**config.mk**
```make
export PLATFORM = sky130hd
export DESIGN_NAME = muldiv_seq
export DESIGN_NICKNAME = d
export VERILOG_FILES = /design/src/rtl/muldiv_seq.sv
export SDC_FILE = /design/constraint.sdc
export NUM_CORES = 2
export LEC_CHECK = 0
export CORE_UTILIZATION = 70
export DETAILED_ROUTE_END_ITERATION = 8
export HOLD_SLACK_MARGIN = 0.05
export PLACE_DENSITY = 0.88
export SLEW_MARGIN = 25
export SYNTH_ARGS = -nofsm -noshare
export SYNTH_HDL_FRONTEND = slang
export SYNTH_SLANG_ARGS = --single-unit
```
**constraint.sdc**
```tcl
create_clock -name clk -period 29.7 [get_ports clk]
set_input_delay 2.97 -clock clk [delete_from_list [all_inputs] [get_ports clk]]
set_output_delay 2.97 -clock clk [all_outputs]
set_load 0.02 [all_outputs]
```
**src/rtl/muldiv_seq.sv**
```systemverilog
// muldiv_seq: multi-cycle RV32M sequencer; MUL* via a registered multiplier, DIV*/REM* via radix-2 restoring iteration.
// Latency (accepting edge to done_o): MUL* = MUL_LAT, DIV* = XLEN+1, divide-by-zero / signed overflow = 1.
// Backpressure: stall_o holds IF/ID/EX while an op is accepted or running; start_i is ignored unless IDLE; flush_i aborts.
// Ports: clk/rst (async active-low), start_i/op_i(funct3)/rs1_i/rs2_i/flush_i from EX;
//        stall_o, busy_o, done_o (1-cycle pulse), result_o (held until the next op completes).
module muldiv_seq #(
   parameter int XLEN    = 32,
   parameter int MUL_LAT = 2
) (
   input  logic            clk,
   input  logic            rst,
   input  logic            start_i,
   input  logic [2:0]      op_i,
   input  logic [XLEN-1:0] rs1_i,
   input  logic [XLEN-1:0] rs2_i,
   input  logic            flush_i,
   output logic            stall_o,
   output logic            busy_o,
   output logic            done_o,
   output logic [XLEN-1:0] result_o
);

   localparam int CW = $clog2(XLEN) + 1;
   localparam logic [CW-1:0] MUL_END = CW'(MUL_LAT > 1 ? MUL_LAT - 2 : 0);
   localparam logic [CW-1:0] DIV_END = CW'(XLEN - 1);

   typedef enum logic [1:0] {S_IDLE, S_MUL, S_DIV, S_DONE} state_t;

   state_t          state, state_nxt;
   logic [CW-1:0]   cnt;
   logic [1:0]      op_q;          // funct3[1:0]; funct3[2] is implied by the state
   logic [XLEN-1:0] opa_q;         // multiplicand, or dividend magnitude / quotient shift register
   logic [XLEN-1:0] opb_q;         // multiplier, or divisor magnitude
   logic [XLEN-1:0] rem_q;
   logic [XLEN-1:0] result_q;
   logic            neg_quo_q, neg_rem_q;

   // ---------------- acceptance and divide fast path ----------------
   logic            accept, is_mul, div_signed, div_zero, div_ovf, fast;
   logic [XLEN-1:0] fast_res, rs1_mag, rs2_mag;

   assign accept     = (state == S_IDLE) & start_i & ~flush_i;
   assign is_mul     = ~op_i[2];
   assign div_signed = ~op_i[0];
   assign div_zero   = (rs2_i == '0);
   assign div_ovf    = div_signed & (rs1_i == {1'b1, {(XLEN-1){1'b0}}}) & (rs2_i == '1);
   assign fast       = div_zero | div_ovf;
   // op_i[1] selects REM/REMU over DIV/DIVU
   assign fast_res   = div_zero ? (op_i[1] ? rs1_i : '1) : (op_i[1] ? '0 : rs1_i);
   assign rs1_mag    = (div_signed & rs1_i[XLEN-1]) ? -rs1_i : rs1_i;
   assign rs2_mag    = (div_signed & rs2_i[XLEN-1]) ? -rs2_i : rs2_i;

   // ---------------- multiplier ----------------
   // Operands come from the ports only when MUL_LAT==1 (result stored on the accepting edge).
   logic              mul_idle, m_a_sgn, m_b_sgn;
   logic [1:0]        m_op;
   logic [XLEN-1:0]   m_a, m_b, mul_res;
   logic [2*XLEN-1:0] m_a_ext, m_b_ext, product;

   assign mul_idle = (state == S_IDLE);
   assign m_op     = mul_idle ? op_i[1:0] : op_q;
   assign m_a      = mul_idle ? rs1_i : opa_q;
   assign m_b      = mul_idle ? rs2_i : opb_q;
   assign m_a_sgn  = (m_op != 2'b11);   // MUL, MULH, MULHSU treat rs1 as signed
   assign m_b_sgn  = ~m_op[1];          // MUL, MULH treat rs2 as signed
   assign m_a_ext  = {{XLEN{m_a_sgn & m_a[XLEN-1]}}, m_a};
   assign m_b_ext  = {{XLEN{m_b_sgn & m_b[XLEN-1]}}, m_b};
   assign product  = m_a_ext * m_b_ext; // low 2*XLEN bits of the extended product are exact
   assign mul_res  = (m_op == 2'b00) ? product[XLEN-1:0] : product[2*XLEN-1:XLEN];

   // ---------------- restoring divide step ----------------
   logic [XLEN:0]   div_tmp, div_sub;
   logic            div_ge;
   logic [XLEN-1:0] rem_nxt, quo_nxt, quo_fix, rem_fix, div_res;

   assign div_tmp = {rem_q, opa_q[XLEN-1]};
   assign div_sub = div_tmp - {1'b0, opb_q};
   // rem < divisor keeps the difference within XLEN bits, so its top bit is a pure borrow
   assign div_ge  = ~div_sub[XLEN];
   assign rem_nxt = div_ge ? div_sub[XLEN-1:0] : div_tmp[XLEN-1:0];
   assign quo_nxt = {opa_q[XLEN-2:0], div_ge};
   assign quo_fix = neg_quo_q ? -quo_nxt : quo_nxt;
   assign rem_fix = neg_rem_q ? -rem_nxt : rem_nxt;
   assign div_res = op_q[1] ? rem_fix : quo_fix;

   logic mul_last, div_last;
   assign mul_last = (cnt == MUL_END);
   assign div_last = (cnt == DIV_END);

   // ---------------- FSM ----------------
   always_ff @(posedge clk or negedge rst) begin
      if (!rst) state <= S_IDLE;
      else      state <= state_nxt;
   end

   always_comb begin
      state_nxt = state;
      case (state)
         S_IDLE: begin
            if (accept) begin
               if (is_mul)    state_nxt = (MUL_LAT == 1) ? S_DONE : S_MUL;
               else if (fast) state_nxt = S_DONE;
               else           state_nxt = S_DIV;
            end
         end
         S_MUL: begin
            if (flush_i)       state_nxt = S_IDLE;
            else if (mul_last) state_nxt = S_DONE;
         end
         S_DIV: begin
            if (flush_i)       state_nxt = S_IDLE;
            else if (div_last) state_nxt = S_DONE;
         end
         S_DONE:  state_nxt = S_IDLE;
         default: state_nxt = S_IDLE;
      endcase
   end

   // ---------------- datapath ----------------
   always_ff @(posedge clk or negedge rst) begin
      if (!rst) begin
         cnt       <= '0;
         op_q      <= '0;
         opa_q     <= '0;
         opb_q     <= '0;
         rem_q     <= '0;
         result_q  <= '0;
         neg_quo_q <= 1'b0;
         neg_rem_q <= 1'b0;
      end else begin
         case (state)
            S_IDLE: begin
               if (accept) begin
                  cnt  <= '0;
                  op_q <= op_i[1:0];
                  if (is_mul) begin
                     opa_q <= rs1_i;
                     opb_q <= rs2_i;
                     if (MUL_LAT == 1) result_q <= mul_res;
                  end else begin
                     opa_q     <= rs1_mag;
                     opb_q     <= rs2_mag;
                     rem_q     <= '0;
                     neg_quo_q <= div_signed & (rs1_i[XLEN-1] ^ rs2_i[XLEN-1]);
                     neg_rem_q <= div_signed & rs1_i[XLEN-1];
                     if (fast) result_q <= fast_res;
                  end
               end
            end
            S_MUL: begin
               cnt <= cnt + 1'b1;
               if (!flush_i && mul_last) result_q <= mul_res;
            end
            S_DIV: begin
               cnt   <= cnt + 1'b1;
               opa_q <= quo_nxt;
               rem_q <= rem_nxt;
               if (!flush_i && div_last) result_q <= div_res;
            end
            default: ;
         endcase
      end
   end

   // stall drops in DONE so EX advances on the edge that leaves DONE
   assign stall_o  = rst & (accept | (state == S_MUL) | (state == S_DIV));
   assign busy_o   = (state != S_IDLE);
   assign done_o   = (state == S_DONE);
   assign result_o = result_q;

endmodule

```
After elaboration in Yosys (flattened, before gate mapping)
Cells that the tools add are included.
Widths: inputs -> output; s select.
{"block": "op_classes", "add_sub_neg": 6, "n_mul": 1, "div": 0, "order_cmp": 0, "n_eq_ne": 14, "shifts": 0, "muxes": 36, "n_bitwise": 18, "reduce_logical": 19}
{"operator": "$mux 32", "count": 22}
{"operator": "$neg 32->32", "count": 4}
{"operator": "$pmux 32 s2", "count": 2}
{"operator": "$pmux 32 s3", "count": 1}
{"operator": "$eq 32x32->1 const B", "count": 2}
{"operator": "$mul 33x33->64", "count": 1}
{"operator": "$sub 33x32->33", "count": 1}
{"operator": "$logic_not 32->1", "count": 1}
{"operator": "$mux 2", "count": 7}
{"operator": "$ne 2x2->1 const B", "count": 6}
{"operator": "$pmux 6 s2", "count": 1}
{"operator": "$and 1x1->1", "count": 10}
{"operator": "$reduce_and 3->1", "count": 3}
{"operator": "$pmux 2 s4", "count": 1}
{"operator": "$add 6x1->6 const B", "count": 1}
{"operator": "$eq 6x5->1 const B", "count": 1}
{"operator": "$logic_not 6->1", "count": 1}
{"operator": "$mux 6", "count": 1}
{"operator": "$ne 3x3->1 const B", "count": 2}
{"operator": "$reduce_and 2->1", "count": 3}
{"operator": "$reduce_and 6->1", "count": 1}
{"operator": "$reduce_bool 2->1", "count": 3}
{"operator": "$eq 2x2->1 const B", "count": 2}
{"operator": "$logic_not 2->1", "count": 2}
{"operator": "other kinds (9)", "count": 15}
{"block": "word_totals", "register_bits": 140, "latch_bits": 0, "ramBits": 0, "rom_bits": 0, "elab_cells": 103, "n_memories": 0}

Logic depth before layout (Yosys ltp)
{"block": "depth", "ltp_word": 8, "ltp_mapped": 39, "depth_no_buf": 34}

Least setup slack after synthesis
Ideal clock, no wire load.
{"block": "synth_timing", "kind": "in2reg", "start": "in op_i[0]", "end": "reg result_q[24], in the netlist result_o[24]", "t_arrival_ns": 11.273, "required_time_ns": 29.575, "slack_ns": 18.302, "path_stages": 29, "n_path_buf": 4, "path_cell_list": "clkbuf_1 > a32oi_1 > and2_1 > clkbuf_1 > clkbuf_1 > nand2_1 > fa_1 > fa_1 > inv_1 > fa_1 > inv_1 > fa_1 > inv_1 > fa_1 > fa_1 > fa_1 > inv_1 > fa_1 > inv_1 > ha_1 > clkbuf_1 > nand4_1 > or4_1 > o21ai_0 > a221oi_1 > xnor2_1 > a21oi_1 > a31oi_1 > mux2_2"}
{"block": "synth_between", "elab_chain_len": 7}
{"item": "start: declaration", "line": "13", "rtl": "input logic [2:0] op_i,"}
{"item": "$mux 2", "line": "61", "rtl": "assign m_op = mul_idle ? op_i[1:0] : op_q;"}
{"item": "$ne 2x2->1", "line": "64", "rtl": "assign m_a_sgn = (m_op != 2'b11);"}
{"item": "$and 1x1->1", "line": "66", "rtl": "assign m_a_ext = {{XLEN{m_a_sgn & m_a[XLEN-1]}}, m_a};"}
{"item": "$mul 33x33->64", "line": "68", "rtl": "assign product = m_a_ext * m_b_ext;"}
{"item": "$mux 32", "line": "69", "rtl": "assign mul_res = (m_op == 2'b00) ? product[XLEN-1:0] : product[2*XLEN-1:XLEN];"}
{"item": "$mux 32", "line": "152", "rtl": "if (!flush_i && mul_last) result_q <= mul_res;"}
{"item": "$pmux 32 s3", "line": "131", "rtl": "case (state)"}
{"item": "end signal: assignment", "line": "139", "rtl": "if (MUL_LAT == 1) result_q <= mul_res;"}
{"item": "end signal: assignment", "line": "152"}
{"item": "end signal: assignment", "line": "158", "rtl": "if (!flush_i && div_last) result_q <= div_res;"}
{"item": "end: declaration", "line": "35", "rtl": "logic [XLEN-1:0] result_q;"}
Parallel ways exist; a longest one is shown, timed or not. The select of a mux whose other input is x is not followed.
A chain may end at the register's enable or synchronous reset.

Worst setup path in the final report
{"block": "layout_timing", "start": "in rs1_i[31]", "end": "reg result_q[28], in the netlist result_o[28]"}
{"block": "layout_between", "elab_chain_len": 6}
{"item": "start: declaration", "line": "14", "rtl": "input logic [XLEN-1:0] rs1_i,"}
{"item": "$mux 32 / $eq 32x32->1 (equally long branches)", "line": "62, 46"}
{"item": "$and 1x1->1 (on tied branches)", "line": "66, 46"}
{"item": "$mul 33x33->64 / $and 1x1->1 (equally long branches)", "line": "68, 46"}
{"item": "$mux 32 / $or 1x1->1 (equally long branches)", "line": "69, 47"}
{"item": "$mux 32 / $ne 2x2->1 (equally long branches)"}
{"item": "$pmux 32 s3 / $reduce_and 6->1 (equally long branches)"}
Parallel ways exist; a longest one is shown, timed or not. The select of a mux whose other input is x is not followed.

==> metrics.csv <==
stage,metric,value,unit
outcome,status,finished clean,
grt,grt_pass1_wl,274,mm
sta,tns,0,ns
sta,maxSlewViolCount,0,
clock_tree,tritoncts,done,
clock_tree,cts_buffer_depth,2,
worst_setup_path,crit_fanout,29,
routing,routedWlPerCell,26.2,microns
routing,drtAntennaViolNets,0,
placement,dp_hpwl,143,mm
clock_tree,cts_setup_buffers,0,
job,drv_cap,0,
grt,antenna_found_initial,13,
logic_synthesis,synth_cell_types,88,
grt,use_met1,0.613,
die,die-width,271,microns
clock_tree,clock_latency,0.46,ns
logic_synthesis,postSynth.asyncResetShare,1.00,
clock_tree,numClockSinks,140,
grt,overflow,0,
logic_synthesis,synth_ff_type,dfrtp_1,
routing,dr.pass1.iters,7,
sta,skew,0.0175,ns
logic_synthesis,synth_fp_nets,7433,
die,core,71500,sq um
grt,track_usage,0.504,
grt,grt_max_degree,81,
logic_synthesis,synth_cells,5980,
worst_setup_path,slowest_stage,fa_2,
sta,worstMarginPinSlew,1.22,ns
sta,fin_ws,16.74,ns
worst_setup_path,slowest_delay,0.70,ns
sta,fin_crit,12.96,ns
worst_setup_path,startpoint_type,primary input,
routing,wl,180,mm
sta,setup_viol,0,
logic_synthesis,synth_edf_count,0,
die,initial_core_util,0.707,
clock_tree,hold_buffers,0,
logic_synthesis,yosys_warnings,0,
clock_tree,cts_buffers,17,
worst_setup_path,worstSetupPathType,primary input to flip-flop,
logic_synthesis,syn_avg_cell_area,8.45,sq um
finish,drive_above_1_share,0.0472,
sta,rsz0062_at_grt,false,
worst_setup_path,cp_common_cell,fa_1,
logic_synthesis,ys_ff_latch,140,
grt,grt_pass1_vias,47200,
routing,vias,44900,
sta,fmax,77.2,MHz
die,std_cell_rows,98,
sta,fin_crit_sh,0.436,
placement,place_congestion,1.07,
routing,vias_per_cell,6.53,
routing,drtIter0Drc,5815,
placement,port_buffers,105,
worst_setup_path,critPathArrivalTime,13.29,ns
placement,pre_cts_slack,15.87,ns
grt,grtUsageMet3,0.174,
clock_tree,htree_levels,4,
finish,syn_to_final_growth,5.68,%
logic_synthesis,seq_area_frac_synth,0.0694,
die,die_y,271,microns
grt,grtUsageMet2,0.738,
finish,nets,7354,
die,die_area,73200,sq um
worst_setup_path,required,30.03,ns
clock_tree,path_clk_slew,0.08,ns
sta,slew_headroom,0.187,
die,io_pins,106,
worst_setup_path,critPathCaptureType,flip-flop,
clock_tree,post_cts_resized,0,
grt,busiest_layer,met2,
clock_tree,cts_root_buffer,clkbuf_16,
routing,drc,0,
logic_synthesis,syn_area,50500,sq um
sta,timing.final.hold_violations,0,
finish,final_core_util,0.747,
min_path,hold_path_class,flip-flop to flip-flop,
## registers in the layout (all words and copies together), names as in the netlist
name and count:
op_q 2, cnt 6, neg_rem_q 1, neg_quo_q 1, state 2, rem_q 32
opa_q 32, result_o 32, opb_q 32
## worst max-delay path, delay by kind of cell
family / cells / cell delay [ns]
AO/OA/AOI/OAI: 10 / 1.97
buffers and inverters: 7 / 1.98
adder cells (fa/ha/maj): 9 / 4.86
AND/OR/NAND/NOR: 5 / 1.48
## worst paths after layout
check	from	end	slack, ns	depth (start not counted)
max	rs1_i[31]	result_o[28]	16.74	31
min	opb_q[25]	opb_q[25]	0.49	2
max reg2reg	state[0]	result_o[15]	17.48	34
min reg2reg	opb_q[25]	opb_q[25]	0.49	2
max in group asynchronous	rst	result_o[15]	25.68	2
min in group asynchronous	rst	opb_q[12]	2.60	1
## final cells by class
class                   instances  area (sq um)
fillers                      5049         18100
repair buffers                220          1980
diodes                          7          17.5
flip-flops and latches        140          3500
inverters                    1189          4460
clock buffers                  18           439
well taps                     950          1190
multi-input cells            4333         41600
clock inverters                14           158
## metrics by stage
step | cells | hold slack [ns] | cell area (sq um)
floorplan | 5980 | 0.450 | 50500
finish | 6871 | 0.489 | 53400
global placement | 6829 | 0.464 | 52700
global route | 6866 | 0.521 | 53400
CTS | 6862 | 0.488 | 53300
detailed placement | 6830 | 0.472 | 52700
## routing by layer
| metal | part of all wire | vias to the layer above | wire [microns] |
|---|---|---|---|
| met4 | 0.097 | 10 | 17500 |
| met5 | 0.00040 | - | 72 |
| met2 | 0.43 | 3652 | 76700 |
| met3 | 0.15 | 1170 | 27200 |
| li1 | - | 18200 | - |
| met1 | 0.32 | 21900 | 58500 |
## Yosys cell counts (all sizes together) (48+ instances only)
cell / number / area share
mux2i: 65 / 0.013
xnor2: 117 / 0.020
a21o: 55 / 0.0082
dfrtp: 140 / 0.069
clkbuf: 272 / 0.020
ha: 256 / 0.063
o21ai: 248 / 0.025
nor2: 566 / 0.042
inv: 1189 / 0.088
xor2: 81 / 0.014
nand2: 980 / 0.073
a21oi: 200 / 0.020
fa: 1126 / 0.45
nor3: 48 / 0.0048
## layout by cell type, fill, tap and decap left out, types with 55 or more instances in the layout
cell	synthesis	layout
inv_1	1188	1187
fa_1	1126	1125
nand2_1	979	978
nor2_1	566	565
ha_1	256	254
o21ai_0	226	213
a21oi_1	200	199
dfrtp_1	140	140
xnor2_1	117	117
buf_4	1	112
clkdlybuf4s50_1	0	104
xor2_1	81	81
mux2i_1	65	55
a21o_1	55	55
## cells by family (layout without fill, tap and decap cells)
family | count (synthesis) | count (layout) | synth area share
AOI/OAI and AO/OA | 809 | 809 | 0.101
DFF | 140 | 140 | 0.0694
and+or+nand+nor | 1842 | 1842 | 0.152
other | 0 | 7 | 0
buffers and inverters | 1507 | 1441 | 0.112
xor gates and xnor gates | 198 | 198 | 0.0343
adders and majority gates | 1382 | 1382 | 0.510
muxes | 102 | 102 | 0.0212
Power is left out: the tool's default activity adds up to more than one toggle a clock period on the data nets, which glitch-free logic cannot reach.
